$ cat src/rtl/ps2_kbd_host.sv
// PS/2 keyboard host: pin conditioning, RX deserialiser with FIFO, and a
// host-to-device command engine with ACK/ERR reply tracking.
module ps2_kbd_host #(
  parameter int unsigned RXBUF_DEPTH_BITS = 3
) (
  input  logic                        clk6x,
  input  logic                        resetn,
  input  logic                        ck1us,
  output logic [7:0]                  kbd_rdata_o,
  output logic                        kbd_rvalid_o,
  output logic [RXBUF_DEPTH_BITS:0]   kbd_rcount_o,
  input  logic                        kbd_rdeq_i,
  output logic [7:0]                  kbd_stat_o,
  output logic                        kbd_bat_ok_o,
  input  logic [7:0]                  kbd_wcmddata_i,
  input  logic                        kbd_enq_cmd1_i,
  input  logic                        kbd_enq_cmd2_i,
  input  logic                        PS2K_CLK,
  input  logic                        PS2K_DATA,
  output logic                        PS2K_CLKDR,
  output logic                        PS2K_DATADR
);

  localparam int unsigned DEPTH        = 1 << RXBUF_DEPTH_BITS;
  localparam int unsigned CNT_W        = RXBUF_DEPTH_BITS + 1;
  localparam int unsigned FILT_LOW     = 8;
  localparam int unsigned RX_TMO_US    = 2000;
  localparam int unsigned INH_US       = 100;
  localparam int unsigned TX_TMO_US    = 15000;
  localparam int unsigned REPLY_TMO_US = 20000;

  localparam logic [7:0] ST_IDLE = 8'h00;
  localparam logic [7:0] ST_PEND = 8'h01;
  localparam logic [7:0] ST_ACK  = 8'hFA;
  localparam logic [7:0] ST_ERR  = 8'hFE;
  localparam logic [7:0] BAT_OK  = 8'hAA;

  typedef enum logic [2:0] {
    TX_IDLE,
    TX_INHIBIT,
    TX_RTS,
    TX_SHIFT,
    TX_ACK,
    TX_REPLY
  } tx_st_t;

  // Pin conditioning
  logic       r_clk_s1, r_clk_s2, r_dat_s1, r_dat_s2;
  logic [3:0] r_low_cnt;
  logic       w_fall;

  // RX
  logic [3:0]  r_rx_cnt;
  logic [9:0]  r_rx_sh;
  logic [10:0] r_rx_tmo;
  logic        r_rx_push;
  logic        r_rx_reply;
  logic [7:0]  r_rx_byte;
  logic        r_bat_ok;
  logic        w_rx_en;
  logic [7:0]  w_rx_data;
  logic        w_rx_good;
  logic        w_rx_is_reply;

  // FIFO
  logic [7:0]                  r_mem [DEPTH];
  logic [RXBUF_DEPTH_BITS-1:0] r_wptr, r_rptr;
  logic [CNT_W-1:0]            r_count;
  logic                        w_push, w_pop;

  // TX
  tx_st_t      r_tx_st;
  logic        r_clkdr, r_datadr;
  logic [7:0]  r_stat;
  logic [14:0] r_tx_tmr;
  logic [3:0]  r_tx_bitn;
  logic [7:0]  r_tx_byte, r_tx_cmd, r_tx_data;
  logic        r_two, r_half;
  logic        w_enq_ok, w_start1, w_start2, w_load2, w_resend, w_start;
  logic        w_tx_par;

  // A falling edge is the 8th consecutive low cycle of the synchronised clock
  assign w_fall = !r_clk_s2 && (r_low_cnt == 4'(FILT_LOW - 1));

  // 2-FF synchronisers and CLK low-time filter
  always_ff @(posedge clk6x) begin
    if (!resetn) begin
      r_clk_s1  <= 1'b1;
      r_clk_s2  <= 1'b1;
      r_dat_s1  <= 1'b1;
      r_dat_s2  <= 1'b1;
      r_low_cnt <= 4'd0;
    end else begin
      r_clk_s1 <= PS2K_CLK;
      r_clk_s2 <= r_clk_s1;
      r_dat_s1 <= PS2K_DATA;
      r_dat_s2 <= r_dat_s1;
      if (r_clk_s2)
        r_low_cnt <= 4'd0;
      else if (r_low_cnt != 4'(FILT_LOW))
        r_low_cnt <= r_low_cnt + 4'd1;
    end
  end

  // Receiver listens only while the TX engine is idle or awaiting a reply
  assign w_rx_en       = (r_tx_st == TX_IDLE) || (r_tx_st == TX_REPLY);
  assign w_rx_data     = r_rx_sh[8:1];
  assign w_rx_good     = !r_rx_sh[0] && r_dat_s2 && (^r_rx_sh[9:1]);
  assign w_rx_is_reply = ((w_rx_data == ST_ACK) || (w_rx_data == ST_ERR)) &&
                         (r_stat == ST_PEND);

  // RX frame deserialiser with inter-edge timeout and byte routing
  always_ff @(posedge clk6x) begin
    if (!resetn) begin
      r_rx_cnt   <= 4'd0;
      r_rx_sh    <= 10'd0;
      r_rx_tmo   <= 11'd0;
      r_rx_push  <= 1'b0;
      r_rx_reply <= 1'b0;
      r_rx_byte  <= 8'h00;
      r_bat_ok   <= 1'b0;
    end else begin
      r_rx_push  <= 1'b0;
      r_rx_reply <= 1'b0;
      if (!w_rx_en) begin
        r_rx_cnt <= 4'd0;
        r_rx_tmo <= 11'd0;
      end else if (w_fall) begin
        r_rx_tmo <= 11'd0;
        if (r_rx_cnt == 4'd10) begin
          r_rx_cnt <= 4'd0;
          if (w_rx_good) begin
            r_rx_byte <= w_rx_data;
            if (w_rx_data == BAT_OK)
              r_bat_ok <= 1'b1;
            if (w_rx_is_reply)
              r_rx_reply <= 1'b1;
            else
              r_rx_push <= 1'b1;
          end
        end else begin
          r_rx_cnt <= r_rx_cnt + 4'd1;
          r_rx_sh  <= {r_dat_s2, r_rx_sh[9:1]};
        end
      end else if ((r_rx_cnt != 4'd0) && ck1us) begin
        if (r_rx_tmo == 11'(RX_TMO_US)) begin
          r_rx_cnt <= 4'd0;
          r_rx_tmo <= 11'd0;
        end else begin
          r_rx_tmo <= r_rx_tmo + 11'd1;
        end
      end
    end
  end

  assign w_push = r_rx_push && (r_count != CNT_W'(DEPTH));
  assign w_pop  = kbd_rdeq_i && (r_count != '0);

  // FIFO storage; contents beyond the count are never observed
  always_ff @(posedge clk6x) begin
    if (w_push)
      r_mem[r_wptr] <= r_rx_byte;
  end

  // FIFO pointers and occupancy
  always_ff @(posedge clk6x) begin
    if (!resetn) begin
      r_wptr  <= '0;
      r_rptr  <= '0;
      r_count <= '0;
    end else begin
      if (w_push)
        r_wptr <= r_wptr + RXBUF_DEPTH_BITS'(1);
      if (w_pop)
        r_rptr <= r_rptr + RXBUF_DEPTH_BITS'(1);
      case ({w_push, w_pop})
        2'b10:   r_count <= r_count + CNT_W'(1);
        2'b01:   r_count <= r_count - CNT_W'(1);
        default: r_count <= r_count;
      endcase
    end
  end

  assign w_enq_ok = (r_tx_st == TX_IDLE) || (r_tx_st == TX_REPLY);
  assign w_start1 = w_enq_ok && kbd_enq_cmd1_i;
  assign w_start2 = w_enq_ok && !kbd_enq_cmd1_i && kbd_enq_cmd2_i && r_half;
  assign w_load2  = w_enq_ok && !kbd_enq_cmd1_i && kbd_enq_cmd2_i && !r_half;
  assign w_resend = (r_tx_st == TX_REPLY) && r_rx_reply && (r_rx_byte == ST_ACK) && r_two;
  assign w_start  = w_start1 || w_start2 || w_resend;
  assign w_tx_par = ~^r_tx_byte;

  // TX engine: inhibit, request-to-send, bit shifting, device ACK and reply wait
  always_ff @(posedge clk6x) begin
    if (!resetn) begin
      r_tx_st   <= TX_IDLE;
      r_clkdr   <= 1'b0;
      r_datadr  <= 1'b0;
      r_stat    <= ST_IDLE;
      r_tx_tmr  <= 15'd0;
      r_tx_bitn <= 4'd0;
      r_tx_byte <= 8'h00;
      r_tx_cmd  <= 8'h00;
      r_tx_data <= 8'h00;
      r_two     <= 1'b0;
      r_half    <= 1'b0;
    end else begin
      if (w_start) begin
        r_tx_st   <= TX_INHIBIT;
        r_clkdr   <= 1'b1;
        r_datadr  <= 1'b0;
        r_tx_tmr  <= 15'd0;
        r_tx_bitn <= 4'd0;
        r_stat    <= ST_PEND;
        r_two     <= w_start2;
        if (w_start1) begin
          r_tx_byte <= kbd_wcmddata_i;
        end else if (w_start2) begin
          r_tx_byte <= r_tx_cmd;
          r_tx_data <= kbd_wcmddata_i;
        end else begin
          r_tx_byte <= r_tx_data;
        end
      end else begin
        case (r_tx_st)
          TX_INHIBIT: begin
            if (ck1us) begin
              if (r_tx_tmr == 15'(INH_US - 1)) begin
                r_datadr <= 1'b1;
                r_tx_st  <= TX_RTS;
              end else begin
                r_tx_tmr <= r_tx_tmr + 15'd1;
              end
            end
          end
          TX_RTS: begin
            r_clkdr   <= 1'b0;
            r_tx_tmr  <= 15'd0;
            r_tx_bitn <= 4'd0;
            r_tx_st   <= TX_SHIFT;
          end
          TX_SHIFT: begin
            if (w_fall) begin
              r_tx_tmr  <= 15'd0;
              r_tx_bitn <= r_tx_bitn + 4'd1;
              if (r_tx_bitn < 4'd8) begin
                r_datadr <= ~r_tx_byte[r_tx_bitn[2:0]];
              end else if (r_tx_bitn == 4'd8) begin
                r_datadr <= ~w_tx_par;
              end else begin
                r_datadr <= 1'b0;
                r_tx_st  <= TX_ACK;
              end
            end else if (ck1us) begin
              if (r_tx_tmr == 15'(TX_TMO_US)) begin
                r_clkdr  <= 1'b0;
                r_datadr <= 1'b0;
                r_stat   <= ST_ERR;
                r_two    <= 1'b0;
                r_tx_st  <= TX_IDLE;
              end else begin
                r_tx_tmr <= r_tx_tmr + 15'd1;
              end
            end
          end
          TX_ACK: begin
            if (w_fall) begin
              r_tx_tmr <= 15'd0;
              if (!r_dat_s2) begin
                r_tx_st <= TX_REPLY;
              end else begin
                r_stat  <= ST_ERR;
                r_two   <= 1'b0;
                r_tx_st <= TX_IDLE;
              end
            end else if (ck1us) begin
              if (r_tx_tmr == 15'(TX_TMO_US)) begin
                r_clkdr  <= 1'b0;
                r_datadr <= 1'b0;
                r_stat   <= ST_ERR;
                r_two    <= 1'b0;
                r_tx_st  <= TX_IDLE;
              end else begin
                r_tx_tmr <= r_tx_tmr + 15'd1;
              end
            end
          end
          TX_REPLY: begin
            if (r_rx_reply) begin
              r_stat  <= (r_rx_byte == ST_ERR) ? ST_ERR : ST_ACK;
              r_two   <= 1'b0;
              r_tx_st <= TX_IDLE;
            end else if (ck1us) begin
              if (r_tx_tmr == 15'(REPLY_TMO_US - 1)) begin
                r_stat  <= ST_ERR;
                r_two   <= 1'b0;
                r_tx_st <= TX_IDLE;
              end else begin
                r_tx_tmr <= r_tx_tmr + 15'd1;
              end
            end
          end
          default: ;
        endcase
      end
      if (w_load2) begin
        r_tx_cmd <= kbd_wcmddata_i;
        r_half   <= 1'b1;
      end else if (w_start) begin
        r_half <= 1'b0;
      end
    end
  end

  assign kbd_rdata_o  = (r_count != '0) ? r_mem[r_rptr] : 8'h00;
  assign kbd_rvalid_o = (r_count != '0);
  assign kbd_rcount_o = r_count;
  assign kbd_stat_o   = r_stat;
  assign kbd_bat_ok_o = r_bat_ok;
  assign PS2K_CLKDR   = r_clkdr;
  assign PS2K_DATADR  = r_datadr;

endmodule

$ cat config.mk
export PLATFORM = sky130hd
export DESIGN_NAME = ps2_kbd_host
export DESIGN_NICKNAME = d
export VERILOG_FILES = /design/src/rtl/ps2_kbd_host.sv
export SDC_FILE = /design/constraint.sdc
export NUM_CORES = 1
export LEC_CHECK = 0
export CAP_MARGIN = 20
export CORE_AREA = 4 4 128 130
export DETAILED_ROUTE_END_ITERATION = 12
export DIE_AREA = 0 0 132 134
export DONT_BUFFER_PORTS = 1
export GPL_TIMING_DRIVEN = 0
export PLACE_DENSITY = 0.75
export SKIP_LAST_GASP = 1
export SYNTH_ARGS = -nofsm -noshare
export SYNTH_HDL_FRONTEND = slang
export SYNTH_SLANG_ARGS = --single-unit
export TNS_END_PERCENT = 5
$ cat constraint.sdc
create_clock -name clk6x -period 5.2 [get_ports clk6x]
set_input_delay 1.04 -clock clk6x [delete_from_list [all_inputs] [get_ports clk6x]]
set_output_delay 1.04 -clock clk6x [all_outputs]
set_load 0.05 [all_outputs]
Word-level counts from Yosys, hierarchy flattened
Memory sizes are Yosys's and may differ from the RTL's. A register that Yosys moved wholly into a read port is not among the register bits.
Index checks and enable logic that the tools add are counted.
{ "word_totals": {"word_cells": 233, "n_memories": 1, "out_inout_bits": 24, "input_bits": 16, "regBits": 112, "mem_bits_rw": 64} }
{ "mem_list": {"columns": ["memory", "depth", "word_bits", "rd", "rd_clocked_by_memory_dff", "write_ports", "line", "text"], "rows": [
  ["r_mem", 8, 8, 1, 1, 1, "66", "logic [7:0] r_mem [DEPTH];"]
]} }
{ "op_classes": {"bitwise_logic": 6, "eq_ne": 49, "add_sub_neg": 9, "reduce_logical": 59, "order_cmp": 2, "n_mux": 79} }
{ "op_table": {"columns": ["operator", "n"], "rows": [
  ["two-way mux 15 bit", 8],
  ["two-way mux 8 bit", 11],
  ["one-hot mux 15 bit (4 select lines)", 1],
  ["two-way mux 3 bit", 15],
  ["== test 8 bit (second input constant)", 5],
  ["two-way mux 1 bit", 30],
  ["!= test 3 bit (second input constant)", 8],
  ["!= test 4 bit (second input constant)", 6],
  ["one-hot mux 8 bit (3 select lines)", 1],
  ["two-way mux 4 bit", 5],
  ["AND reduction 5 bit", 4],
  ["!= test 2 bit (second input constant)", 9],
  ["adder 4 x 1 -> 4 bit (second input constant)", 4],
  ["one-hot mux 4 bit (2 select lines)", 2],
  ["nonzero test 4 bit", 4],
  ["adder 15 x 1 -> 15 bit (second input constant)", 1],
  ["== test 15 x 14 -> 1 bit (second input constant)", 1],
  ["== test 15 bit (second input constant)", 1],
  ["== test 15 x 7 -> 1 bit (second input constant)", 1],
  ["logical AND 1 bit", 15],
  ["one-hot mux 3 bit (5 select lines)", 1],
  ["AND reduction 7 bit", 2],
  ["AND reduction 4 bit", 3],
  ["adder 11 x 1 -> 11 bit (second input constant)", 1],
  ["other kinds (35)", 65]
]} }

Longest topological paths before layout
{ "depth": {"word_depth": 9, "ltp_mapped": 11, "depth_no_buf": 11} }

Worst setup path after synthesis
Ideal clock, no wire load.
{ "synth_timing": {"path_kind": "register to output", "startpoint": "register (tool-made name)", "endpoint": "output port kbd_rdata_o[5]", "arrival_time_ps": 2263, "t_required_ps": 4160, "setup_slack_ps": 1897, "stages_incl_launch_ff": 6, "n_path_buf": 2, "path_cell_list": "dfxtp_1 -> clkbuf_1 -> buf_1 -> mux4_2 -> mux2i_1 -> nor2_1"} }
{ "synth_rtl": {"columns": ["item", "line", "text"], "rows": [
  ["to (decl)", "9", "output logic [7:0] kbd_rdata_o,"]
]} }

==> impl_metrics.csv <==
group,metric,value,unit
routing,drt.antenna.violating_nets,0,
floorplanning,initial_cell_density_of_the_core,54.1,%
clocking,cts_setup_buffers,0,
outcome,result_of_the_run,"finished clean",
logic_synthesis,synth_enable_flop_cells,64,
sta,finalSetupViolations,0,
logic_synthesis,synthCells,766,
clocking,clock_sink_count,179,
worst_setup_path,maximum_fanout_encountered_on_the_critical_timing_path,10,
routing,number_of_vias_after_detailed_routing,5836,
logic_synthesis,synthesis.area,8190,um^2
grt,grt_antenna_before_repair,0,
grt,grt_util_all_layers,20.4,%
sta,worst_margin_pin_slew,0.894,ns
routing,drt_iter0_drc,323,
logic_synthesis,synth_top_family_by_area,"simple AND/OR/NAND/NOR gates",
routing,route.top_layer_used,"met4",
worst_setup_path,cp-endpoint,"kbd_rdata_o[1]",
power_and_ir_drop,vdd_ir_drop_max,0.000257,V
place,detailed_place_hpwl,12.5,mm
clocking,cts_repair_resize_count,0,
worst_setup_path,critical_path.endpoint_type,"output port",
grt,grt_pass1_vias,5849,
clocking,clock_latency_reported_for_the_late_side_of_the_worst_skew_pair,0.43,ns
cells_and_area,fill_cell_total_of_the_finished_layout,1231,
place,portBuffers,0,
clocking,post_cts_hold_buffer_count,0,
logic_synthesis,postSynthAreaPerCell,10.7,um^2
sta,hold_violations,0,
power_and_ir_drop,power.total,0.00344,W
routing,met3_length,830,um
clocking,cts_max_path_buffers,2,
logic_synthesis,synth-xor-area-share,3.52,%
worst_setup_path,critical_path_required,4.16,ns
routing,route.detailed.drc,0,
floorplanning,core_region_area,15100,um^2
floorplanning,chipHeight,134,um
floorplanning,ios,40,
sta,maxSlewViolCount,0,
sta,whs,0.410,ns
clocking,htreeDepth,4,
power_and_ir_drop,lkg_pwr,3.10,nW
routing,detail_route.wirelength.met1,7.42,mm
worst_setup_path,crit_arrival,3.11,ns
sta,tcrit_tclk_final,79.8,%
clocking,clockRootBuffer,"sky130_fd_sc_hd__clkbuf_16",
routing,firstDrtPassIters,5,
logic_synthesis,yosys_register_bits,179,
logic_synthesis,syn-num-nets,806,
worst_setup_path,r2r_start,"kbd_rcount_o[0]",
grt,grt_overflow_total,0,
routing,postRouteWirelength,17.5,mm
sta,postLayoutSetupSlackWorst,1.05,ns
sta,unrepaired_setup_endpoints_after_global_routing,"false",
sta,relSlewSlack,39.9,%
sta,finalClockSkew,0.00777,ns
place,gp_congestion,0.894,
logic_synthesis,synth_seq_area_share,51.6,%
place,detailedPlace.worstSlack,1.46,ns
logic_synthesis,synth_async_sr_flop_share,0,%
min_path,holdCritPathClass,"reg2reg",
logic_synthesis,synthAdderAreaFrac,3.76,%
sta,fmax,241,MHz
logic_synthesis,yosysWarnings,0,
worst_setup_path,timing.reg2reg.setup_slack,1.96,ns
worst_setup_path,timing.critical_path.from_type,"register",
cells_and_area,finish.net_count,832,
clocking,tritoncts.num_buffers,17,
clocking,cts.clk_slew.worst_paths,0.06,ns
logic_synthesis,post_synth_num_cell_types,63,
floorplanning,die_area,17700,um^2
clocking,tritoncts_clock_tree,"done",
routing,wl_met2,8.78,mm
logic_synthesis,synth_compound_area_share,9.95,%
floorplanning,chip_width,132,um
worst_setup_path,reg2reg_to,"kbd_rcount_o[3]",
routing,vias_per_cell,5.88,
logic_synthesis,synthFlopType,"sky130_fd_sc_hd__dfxtp_1",
sta,timing.setup.tns,0,ns
power_and_ir_drop,power.density,379,nW/um^2
floorplanning,rows,45,
worst_setup_path,timing.reg2reg.worst_path_depth,9,
sta,fin_crit,4.15,ns
cells_and_area,area_growth,10.8,%
cells_and_area,antenna_diode_instance_count,0,
flow_run,timing.max_cap.violations,0,
worst_setup_path,criticalPathCategory,"reg2out",
logic_synthesis,synthSimpleGateAreaFrac,18.8,%
cells_and_area,drive_gt1_share,8.07,%
logic_synthesis,portion_of_netlist_area_occupied_by_mux_cells,9.49,%
grt,largest_net_degree_at_the_start_of_global_routing,18,
routing,wire_per_inst,17.6,um
grt,grt_pass1_wl,29.2,mm
[through the flow]
step / utilization, % / instance area (um^2) / std cells
floorplan: - / 8190 / 766
finish: 59.9 / 9070 / 993
global route: 59.9 / 9070 / 993
detailed placement: 55.8 / 8450 / 959
CTS: 59.8 / 9060 / 991
global placement: 55.6 / 8420 / 954
[area by class of cell]
| class | instances | area, um^2 | area share, % |
|---|---|---|---|
| clock inverters | 12 | 166 | 1.83 |
| clock buffers | 20 | 447 | 4.92 |
| flip-flops and latches | 179 | 4220 | 46.6 |
| repair buffers | 7 | 37.5 | 0.414 |
| plain buffers | 33 | 126 | 1.39 |
| well taps | 188 | 235 | 2.59 |
| inverters | 29 | 109 | 1.20 |
| multi-input cells | 525 | 3730 | 41.1 |
[where the power goes]
| group | internal (W) | switching [W] |
|---|---|---|
| combinational | 0.000193 | 0.000337 |
| sequential | 0.00149 | 0.0000864 |
| clock | 0.000782 | 0.000549 |
[cell usage after synthesis, drive strengths merged (6+ instances only)]
| library cell | count | area share, % |
|---|---|---|
| a21boi | 20 | 1.8 |
| a21oi | 28 | 1.7 |
| and2 | 12 | 0.92 |
| and3 | 6 | 0.46 |
| buf | 8 | 0.40 |
| clkbuf | 25 | 1.1 |
| dfxtp | 115 | 28 |
| edfxtp | 64 | 23 |
| ha | 23 | 3.5 |
| inv | 29 | 1.3 |
| mux2i | 36 | 4.4 |
| mux4 | 18 | 5.0 |
| nand2 | 72 | 3.3 |
| nand2b | 14 | 1.1 |
| nand3 | 29 | 1.8 |
| nand3b | 6 | 0.55 |
| nand4 | 16 | 1.2 |
| nor2 | 54 | 2.5 |
| nor2b | 33 | 2.5 |
| nor3 | 9 | 0.61 |
| nor3b | 6 | 0.55 |
| o211ai | 11 | 1.0 |
| o21a | 7 | 0.64 |
| o21ai | 26 | 1.6 |
| o31ai | 7 | 0.64 |
| or3 | 9 | 0.69 |
| or4 | 7 | 0.64 |
| xnor2 | 20 | 2.1 |
| xor2 | 12 | 1.4 |
[layer usage]
metal	vias to the layer above	GRT usage [%]
met5	-	0
met3	35	5.66
met4	0	7.70
met2	144	35.6
li1	2825	-
met1	2832	24.1
[sequential cells by signal, indices dropped and copies added (netlist names), 4 cells and up, named ones only]
name,cells
kbd_stat_o,8
r_low_cnt,4
kbd_rcount_o,4
r_tx_byte,8
r_rx_tmo,11
r_tx_data,8
r_rx_cnt,4
r_tx_tmr,15
r_tx_cmd,8
r_rx_sh,10
r_rx_byte,8
r_mem,64
r_tx_bitn,4
[cell usage in the layout (no fill, tap or decap), types with 17 or more instances in the layout]
| master | count |
|---|---|
| sky130_fd_sc_hd__dfxtp_1 | 115 |
| sky130_fd_sc_hd__nand2_1 | 72 |
| sky130_fd_sc_hd__edfxtp_1 | 64 |
| sky130_fd_sc_hd__nor2_1 | 54 |
| sky130_fd_sc_hd__mux2i_1 | 36 |
| sky130_fd_sc_hd__nor2b_1 | 33 |
| sky130_fd_sc_hd__inv_1 | 29 |
| sky130_fd_sc_hd__a21oi_1 | 28 |
| sky130_fd_sc_hd__nand3_1 | 28 |
| sky130_fd_sc_hd__clkbuf_1 | 27 |
| sky130_fd_sc_hd__o21ai_0 | 26 |
| sky130_fd_sc_hd__ha_1 | 23 |
| sky130_fd_sc_hd__a21boi_0 | 20 |
| sky130_fd_sc_hd__xnor2_1 | 20 |
| sky130_fd_sc_hd__mux4_2 | 18 |
| sky130_fd_sc_hd__clkbuf_16 | 17 |
[worst min-delay path by stage]
stage                to  cells after the start     start  slack, ns
6_report       r_clk_s2                      1  r_clk_s1       0.41
3_3_place_gp   r_dat_s2                      1  r_dat_s1       0.39
4_1_cts        r_dat_s2                      1  r_dat_s1       0.41
3_5_place_dp   r_dat_s2                      1  r_dat_s1       0.40
2_1_floorplan  r_clk_s2                      1  r_clk_s1       0.39
5_1_grt        r_clk_s2                      1  r_clk_s1       0.43
[logic make-up (layout without fill, tap and decap cells)]
logic type / after synthesis / after routing
buf+inv: 62 / 101
xor+xnor: 32 / 32
compound gates: 123 / 123
fa+ha+maj: 24 / 24
mux: 55 / 55
flops: 179 / 179
simple gates: 291 / 291
[worst max-delay path, cell delays in order (launching register included)]
cell	delay [ns]
sky130_fd_sc_hd__dfxtp_1	0.33
sky130_fd_sc_hd__clkbuf_1	0.45
sky130_fd_sc_hd__buf_1	0.72
sky130_fd_sc_hd__mux4_2	0.40
sky130_fd_sc_hd__mux2i_1	0.08
sky130_fd_sc_hd__nor2_1	0.70
(Power assumes the default switching activity.)
